===== config.mk =====
export PLATFORM = sky130hd
export DESIGN_NAME = recovery_scheduler
export DESIGN_NICKNAME = d
export VERILOG_FILES = /design/src/rtl/recovery_scheduler.sv
export SDC_FILE = /design/constraint.sdc
export NUM_CORES = 1
export LEC_CHECK = 0
export ABC_AREA = 1
export ABC_CLOCK_PERIOD_IN_PS = 2100
export BUFFER_PORTS_ARGS = -buffer_cell sky130_fd_sc_hd__buf_2
export CAP_MARGIN = 15
export CORE_ASPECT_RATIO = 1.2
export CORE_MARGIN = 2
export CORE_UTILIZATION = 36
export DETAILED_ROUTE_END_ITERATION = 10
export SYNTH_ARGS = -nofsm -noshare
export SYNTH_HDL_FRONTEND = slang
export SYNTH_SLANG_ARGS = --single-unit

===== constraint.sdc =====
create_clock -name clk_i -period 2.1 [get_ports clk_i]
set_clock_uncertainty 0.15 [all_clocks]
set_input_delay 0.21 -clock clk_i [delete_from_list [all_inputs] [get_ports clk_i]]
set_output_delay 0.21 -clock clk_i [all_outputs]
set_load 0.02 [all_outputs]

===== src/rtl/recovery_scheduler.sv =====
`default_nettype none
// ============================================================================
// Module  : recovery_scheduler
// Brief   : Halts all cores, copies a healthy neighbour's register file into a
//           faulted core, then resumes; round-robin over pending core errors.
// Rev     : 1.0
// ============================================================================
module recovery_scheduler #(
    parameter int NUM_CORES    = 4,
    parameter int ADDR_WIDTH   = 5,
    parameter int DATA_WIDTH   = 32,
    parameter int HALT_TIMEOUT = 15
) (
    input  logic                         clk_i,
    input  logic                         rst_i,
    input  logic [NUM_CORES-1:0]         error_i,
    input  logic [NUM_CORES-1:0]         halted_i,
    input  logic [DATA_WIDTH-1:0]        rd_data_i,
    output logic [NUM_CORES-1:0]         halt_o,
    output logic                         resume_o,
    output logic [$clog2(NUM_CORES)-1:0] src_sel_o,
    output logic [$clog2(NUM_CORES)-1:0] dst_sel_o,
    output logic [ADDR_WIDTH-1:0]        rd_addr_o,
    output logic                         wr_en_o,
    output logic [ADDR_WIDTH-1:0]        wr_addr_o,
    output logic [DATA_WIDTH-1:0]        wr_data_o,
    output logic                         busy_o,
    output logic                         fail_o,
    output logic [7:0]                   recovery_count_o
);

    localparam int SEL_W   = $clog2(NUM_CORES);
    localparam int NUM_REG = 2 ** ADDR_WIDTH;
    localparam int CNT_W   = ADDR_WIDTH + 1;
    localparam int TMO_W   = $clog2(HALT_TIMEOUT + 1);

    typedef enum logic [2:0] {
        S_IDLE   = 3'd0,
        S_HALT   = 3'd1,
        S_COPY   = 3'd2,
        S_RESUME = 3'd3,
        S_FAIL   = 3'd4
    } state_t;

    state_t               state_q,   state_d;
    logic [NUM_CORES-1:0] pending_q, pending_d;
    logic [SEL_W-1:0]     last_q,    last_d;
    logic [SEL_W-1:0]     dst_q,     dst_d;
    logic [SEL_W-1:0]     src_q,     src_d;
    logic [CNT_W-1:0]     cnt_q,     cnt_d;
    logic [TMO_W-1:0]     tmo_q,     tmo_d;
    logic [7:0]           count_q,   count_d;

    logic                 grant_found;
    logic [SEL_W-1:0]     grant_idx;

    // Round-robin search begins at the core after the last one granted.
    always_comb begin
        grant_found = 1'b0;
        grant_idx   = '0;
        for (int i = 1; i <= NUM_CORES; i++) begin
            if (!grant_found && pending_q[(int'(last_q) + i) % NUM_CORES]) begin
                grant_found = 1'b1;
                grant_idx   = SEL_W'((int'(last_q) + i) % NUM_CORES);
            end
        end
    end

    always_comb begin
        state_d   = state_q;
        last_d    = last_q;
        dst_d     = dst_q;
        src_d     = src_q;
        cnt_d     = '0;
        tmo_d     = tmo_q;
        count_d   = count_q;
        pending_d = pending_q | error_i;

        case (state_q)
            S_IDLE: begin
                if (grant_found) begin
                    dst_d   = grant_idx;
                    src_d   = (grant_idx == SEL_W'(NUM_CORES - 1)) ? '0 : grant_idx + 1'b1;
                    last_d  = grant_idx;
                    tmo_d   = '0;
                    state_d = S_HALT;
                end
            end
            S_HALT: begin
                tmo_d = tmo_q + 1'b1;
                if (&halted_i) begin
                    state_d = S_COPY;
                end else if (tmo_q == TMO_W'(HALT_TIMEOUT - 1)) begin
                    state_d = S_FAIL;
                end
            end
            S_COPY: begin
                // One extra cycle after the last read lets its write land.
                if (cnt_q == CNT_W'(NUM_REG)) begin
                    state_d = S_RESUME;
                end else begin
                    cnt_d = cnt_q + 1'b1;
                end
            end
            S_RESUME: begin
                pending_d[dst_q] = error_i[dst_q];
                if (count_q != 8'hFF) begin
                    count_d = count_q + 8'd1;
                end
                state_d = S_IDLE;
            end
            S_FAIL: begin
                state_d = S_FAIL;
            end
            default: begin
                state_d = S_IDLE;
            end
        endcase
    end

    always_ff @(posedge clk_i or posedge rst_i) begin
        if (rst_i) begin
            state_q   <= S_IDLE;
            pending_q <= '0;
            last_q    <= SEL_W'(NUM_CORES - 1);
            dst_q     <= '0;
            src_q     <= '0;
            cnt_q     <= '0;
            tmo_q     <= '0;
            count_q   <= '0;
        end else begin
            state_q   <= state_d;
            pending_q <= pending_d;
            last_q    <= last_d;
            dst_q     <= dst_d;
            src_q     <= src_d;
            cnt_q     <= cnt_d;
            tmo_q     <= tmo_d;
            count_q   <= count_d;
        end
    end

    assign busy_o           = (state_q != S_IDLE);
    assign fail_o           = (state_q == S_FAIL);
    assign resume_o         = (state_q == S_RESUME);
    assign halt_o           = ((state_q == S_HALT) || (state_q == S_COPY) || (state_q == S_FAIL))
                              ? '1 : '0;
    assign src_sel_o        = src_q;
    assign dst_sel_o        = dst_q;
    assign recovery_count_o = count_q;

    // Read data arrives one cycle after its address, so write k trails read k.
    assign rd_addr_o        = cnt_q[ADDR_WIDTH-1:0];
    assign wr_en_o          = (state_q == S_COPY) && (cnt_q != '0);
    assign wr_addr_o        = wr_en_o ? ADDR_WIDTH'(cnt_q - 1'b1) : '0;
    assign wr_data_o        = wr_en_o ? rd_data_i : '0;

endmodule
`default_nettype wire


# ---- Word-level counts from Yosys, hierarchy flattened
# Index checks and enable logic that the tools add are counted.
dict set report word_totals {
  regBits 31
  latch_bits 0
  mem_bits_rw 0
  rom_bits 0
  output_inout_bits 62
  word_cells 101
  mem_count 0
}
dict set report classes {
  addsub 9
  n_mul 0
  div 0
  n_lt_le_gt_ge 6
  n_eq_ne 11
  n_shift 0
  muxes 39
  bitwise_logic 5
  reduce_logical 23
}
# op n
set op_table {}
lappend op_table {{$mux W32} 1}
lappend op_table {{$lt A3 B4 Y1 const B} 4}
lappend op_table {{$mux W1} 14}
lappend op_table {{$mux W3} 4}
lappend op_table {{$mux W4} 3}
lappend op_table {{$mux W6} 2}
lappend op_table {{$pmux W3 S4} 1}
lappend op_table {{$bmux W1 S2} 5}
lappend op_table {{$mux W2} 5}
lappend op_table {{$add A8 B1 Y8 const B} 1}
lappend op_table {{$ne A8 B8 Y1 const B} 1}
lappend op_table {{$pmux W4 S2} 1}
lappend op_table {{$reduce_or A2 Y1} 4}
lappend op_table {{$add A2 B1 Y2 const B} 3}
lappend op_table {{$add A6 B1 Y6 const B} 1}
lappend op_table {{$eq A3 B2 Y1 const B} 2}
lappend op_table {{$eq A6 B6 Y1 const B} 1}
lappend op_table {{$reduce_and A2 Y1} 3}
lappend op_table {{$reduce_bool A6 Y1} 1}
lappend op_table {{$logic_and A1 B1 Y1} 5}
lappend op_table {{$mux W5} 1}
lappend op_table {{$sub A5 B1 Y5 const B} 1}
lappend op_table {{$add A2 B2 Y2 const B} 2}
lappend op_table {{$add A4 B1 Y4 const B} 1}
lappend op_table {{19 further kinds} 26}

# ---- Logic depth before layout (Yosys ltp)
dict set report logic_depth {
  depth_word 18
  ltp_mapped 15
}

# ---- Least setup slack after synthesis
# Ideal clock, no wire load.
dict set report synth_timing {
  path_kind {register to output}
  from {register cnt_q[0]}
  to {output port wr_data_o[22]}
  t_arrival_ns 1.469
  required_ns 1.740
  path_slack_ns 0.271
  stages_incl_launch_ff 8
  n_path_buf 2
  path_cell_list {dfrtp_1 -> inv_1 -> ha_1 -> nand4_1 -> nand2_1 -> buf_2 -> buf_1 -> nor2_1}
}
dict set report synth_between {
  elab_chain_len 3
}
# element line
set synth_lines {}
lappend synth_lines {{start, declared} 50} ;# logic [CNT_W-1:0] cnt_q, cnt_d;
lappend synth_lines {{start signal, assigned} 137} ;# cnt_q <= cnt_d;
lappend synth_lines {{$reduce_bool A6 Y1} 154} ;# assign wr_en_o = (state_q == S_COPY) && (cnt_q != '0);
lappend synth_lines {{$logic_and A1 B1 Y1} 154}
lappend synth_lines {{$mux W32} 156} ;# assign wr_data_o = wr_en_o ? rd_data_i : '0;
lappend synth_lines {{end, declared} 26} ;# output logic [DATA_WIDTH-1:0] wr_data_o,
# Every way passes these cells.

# ---- Final worst setup path
dict set report layout_timing {
  from {register state_q[2]}
  to {output port wr_data_o[8]}
}
dict set report layout_between {
  elab_chain_len 3
}
# element line
set layout_lines {}
lappend layout_lines {{start, declared} 45} ;# state_t state_q, state_d;
lappend layout_lines {{start signal, assigned} 132} ;# state_q <= state_d;
lappend layout_lines {{$eq A3 B2 Y1} 154}
lappend layout_lines {{$logic_and A1 B1 Y1} 154}
lappend layout_lines {{$mux W32} 156}
# Every way passes these cells.

==> reports/metrics.cfg <==
[cells_and_area]
drive_gt1_frac = 0.331
final_common_cell = buf_2
fin_cells = 500
final_cell_mix = 102 x buf_2, 68 x nand2_1, 61 x inv_1
final_nets = 467
diodes = 0
area_growth_pct = 33.2

[place]
hpwl_mm = 4.17
place_congestion = 0.829
numPortBuffers = 103
placedCellCount = 488

[drt]
vias = 2200
routed.top_layer = met4
met3WireLength_microns = 369
route.met2.wl_mm = 2.64
drc = 0
wl_met1_mm = 2.05
postRouteWirelength_mm = 5.17
avgRoutedWirePerCell_microns = 10.3
drtIter0Drc = 52
ant_nets = 0
viasPerCell = 4.40
drt_first_pass_iters = 4

[synthesis]
yosysWarnings = 0
synth_mux_area_frac = 0.00935
ys_ff_latch = 31
ys_top_cells_by_area = dfrtp_1 34%, nand2_1 12%, inv_1 11%
synth.top_cell.area_share = 0.339
synth_seq_area_share = 0.364
avgSynthCellArea_sq_um = 6.84
synth_xor_xnor_area_share = 0.0532
synth_area_sq_um = 2140
synthAdderAreaFrac = 0.0351
synthCells = 313
synth_compound_area_frac = 0.0491
yosysTopAreaCell = dfrtp_1
yosys.area_share.simple = 0.330
synth.distinct_cells = 31
synth_nets = 361
synth_top_family_by_area = simple AND/OR/NAND/NOR gates
synthFlopType = dfrtp_1
synth_edf_count = 0
synth-async-reset-ratio = 1.00

[pwr]
p_leak_nw = 1.82
p_comb_frac = 0.517
netSwitchingFraction = 0.474
p_clk_frac = 0.162
power.density_nw_per_um2 = 981
ir_drop_v = 0.000684
p_int_mw = 1.47
power.switching_mw = 1.33
p_seq_frac = 0.321

[clock_network]
cts_buffers = 5
cts_tree = done
htree_levels = 2
clkSinkCount = 31
clockBufferDepth = 2
clkLatencyLatePin_ns = 0.28
clockRootBuffer = clkbuf_8
cts.clk_slew.worst_paths_ns = 0.07

[flow_run]
maxCapViolCount = 0

[sta]
relSlewSlack = 0.735
finalSetupViolCount = 0
slew_violations = 0
worst_pin_slew_ns = 0.397
hold_viol = 0
max_freq_mhz = 513
finalSetupTns_ns = 0
layout_min_cycle_time_ns = 1.95
fin_crit_sh = 0.928

[die]
fp.dieW_microns = 74.4
io_pins = 104
die-area_sq_um = 6580
coreArea_sq_um = 5710
initial_utilization = 0.375
die_y_microns = 88.5
rows = 30

[global_routing]
grt_overflow = 0
grt_pass1_vias = 2025
grt_usage = 0.159
grt_pass1_wl_mm = 8.25
antenna_found_initial = 0
grt_max_degree = 32

[worst_setup_path]
r2r-start = last_q[0]$_DFFE_PP1P_
slowest_stage = dfrtp_2
arrival_ns = 1.59
cp_max_fo = 10
end_kind = output port
worst_r2r_endpoint = src_sel_o[1]$_DFFE_PP0P_
cp_cell_sequence = nor2_1 > inv_1 > nor2_4 > nand2_4 > buf_4 > nor2_1 > buf_2
critPathMaxStageDelay_ns = 0.42
cp_num_buf_inv = 3
cp-start-kind = register
cp_top_family = buffers and inverters
crit_cells = 7
crit_start = state_q[2]$_DFFE_PP0P_
r2r_cells = 13
crit_path_end = wr_data_o[8]
r2r_setup_slack_ns = 0.22
required_ns = 1.74
cpMostUsedCell = nor2_1
critPathKind = reg -> out

[outcome]
outcome = finished clean

[worst_hold_path]
min_path_type = in -> reg

[synthesized netlist by cell type, types with 2 or more instances]
cell type,n
a21oi_1,4
buf_1,2
buf_4,9
clkbuf_1,2
dfrtp_1,29
dfstp_2,2
ha_1,6
inv_1,61
inv_2,4
mux2i_1,2
nand2_1,69
nand3_1,19
nand4_1,5
nor2_1,56
nor3_1,3
o21ai_0,14
xnor2_1,7
xor2_1,6
[per-layer routing]
metal	GRT usage	vias to the layer above
met1	0.163	972
met3	0.0296	10
met5	0	-
met2	0.308	76
li1	-	1142
met4	0.0633	0
[flip-flops by register name, indices dropped and copies added (netlist names)]
register,cells
cnt_q,6
dst_sel_o,2
recovery_count_o,8
state_q,3
pending_q,4
tmo_q,4
src_sel_o,2
last_q,2
[worst min-delay path, cell delays in order]
cell,delay [ns]
buf_2,0.09
nor2_1,0.03
mux2i_1,0.10
[kinds of logic after synthesis]
group | Yosys count
fa+ha+maj | 6
flops | 31
buf+inv | 80
compound gates | 20
mux | 2
simple gates | 161
xor+xnor | 13
[timing repair]
| action | in CTS | in global routing |
|---|---|---|
| hold endpoints to repair | 29 | 0 |
| hold buffers | 1 | 0 |
| setup endpoints to repair | 27 | 42 |
| resized for setup | 1 | 7 |
| pin swaps | 0 | 1 |
| setup buffers | 0 | 3 |
[worst min path at each step]
stage	start	end	cells after the start
after global routing	error_i[2]	pending_q[2]$_DFF_PP0_	3
after detailed placement	rst_i	recovery_count_o[2]$_DFFE_PP0P_	3
after floorplan	rst_i	cnt_q[0]$_DFF_PP0_	1
after global placement	rst_i	recovery_count_o[4]$_DFFE_PP0P_	3
after CTS	error_i[2]	pending_q[2]$_DFF_PP0_	3
final	error_i[2]	pending_q[2]$_DFF_PP0_	3
[power by group through the flow]
stage | Combinational [mW] | Clock, mW | Sequential, mW
6_report | 1.45 | 0.452 | 0.899
5_1_grt | 1.66 | 0.491 | 0.924
4_1_cts | 1.42 | 0.468 | 0.910
3_5_place_dp | 1.41 | 0 | 0.918
3_3_place_gp | 1.40 | 0 | 0.914
2_1_floorplan | 1.08 | 0 | 0.941
[area by class of cell]
cell class / instances / area, sq um
Timing Repair Buffer: 114 / 607
Clock buffer: 5 / 68.8
Multi-Input combinational cell: 202 / 1040
Sequential cell: 31 / 779
Clock inverter: 3 / 15.0
Inverter: 65 / 244
Fill cell: 596 / 2850
Tap cell: 80 / 100
[metrics by stage]
| stage | hold slack, ns | util | power [mW] | cell area, sq um | setup WS, ns |
|---|---|---|---|---|---|
| floorplan | 0.162 | - | 2.02 | 2140 | 0.271 |
| global placement | 0.160 | 0.475 | 2.31 | 2710 | 0.255 |
| detailed placement | 0.163 | 0.475 | 2.33 | 2710 | 0.218 |
| CTS | 0.0404 | 0.492 | 2.80 | 2810 | 0.000558 |
| global route | 0.0565 | 0.500 | 3.07 | 2850 | -0.0165 |
| finish | 0.0426 | 0.500 | 2.80 | 2850 | 0.150 |
No activity file was read; power rests on OpenSTA's default activity.
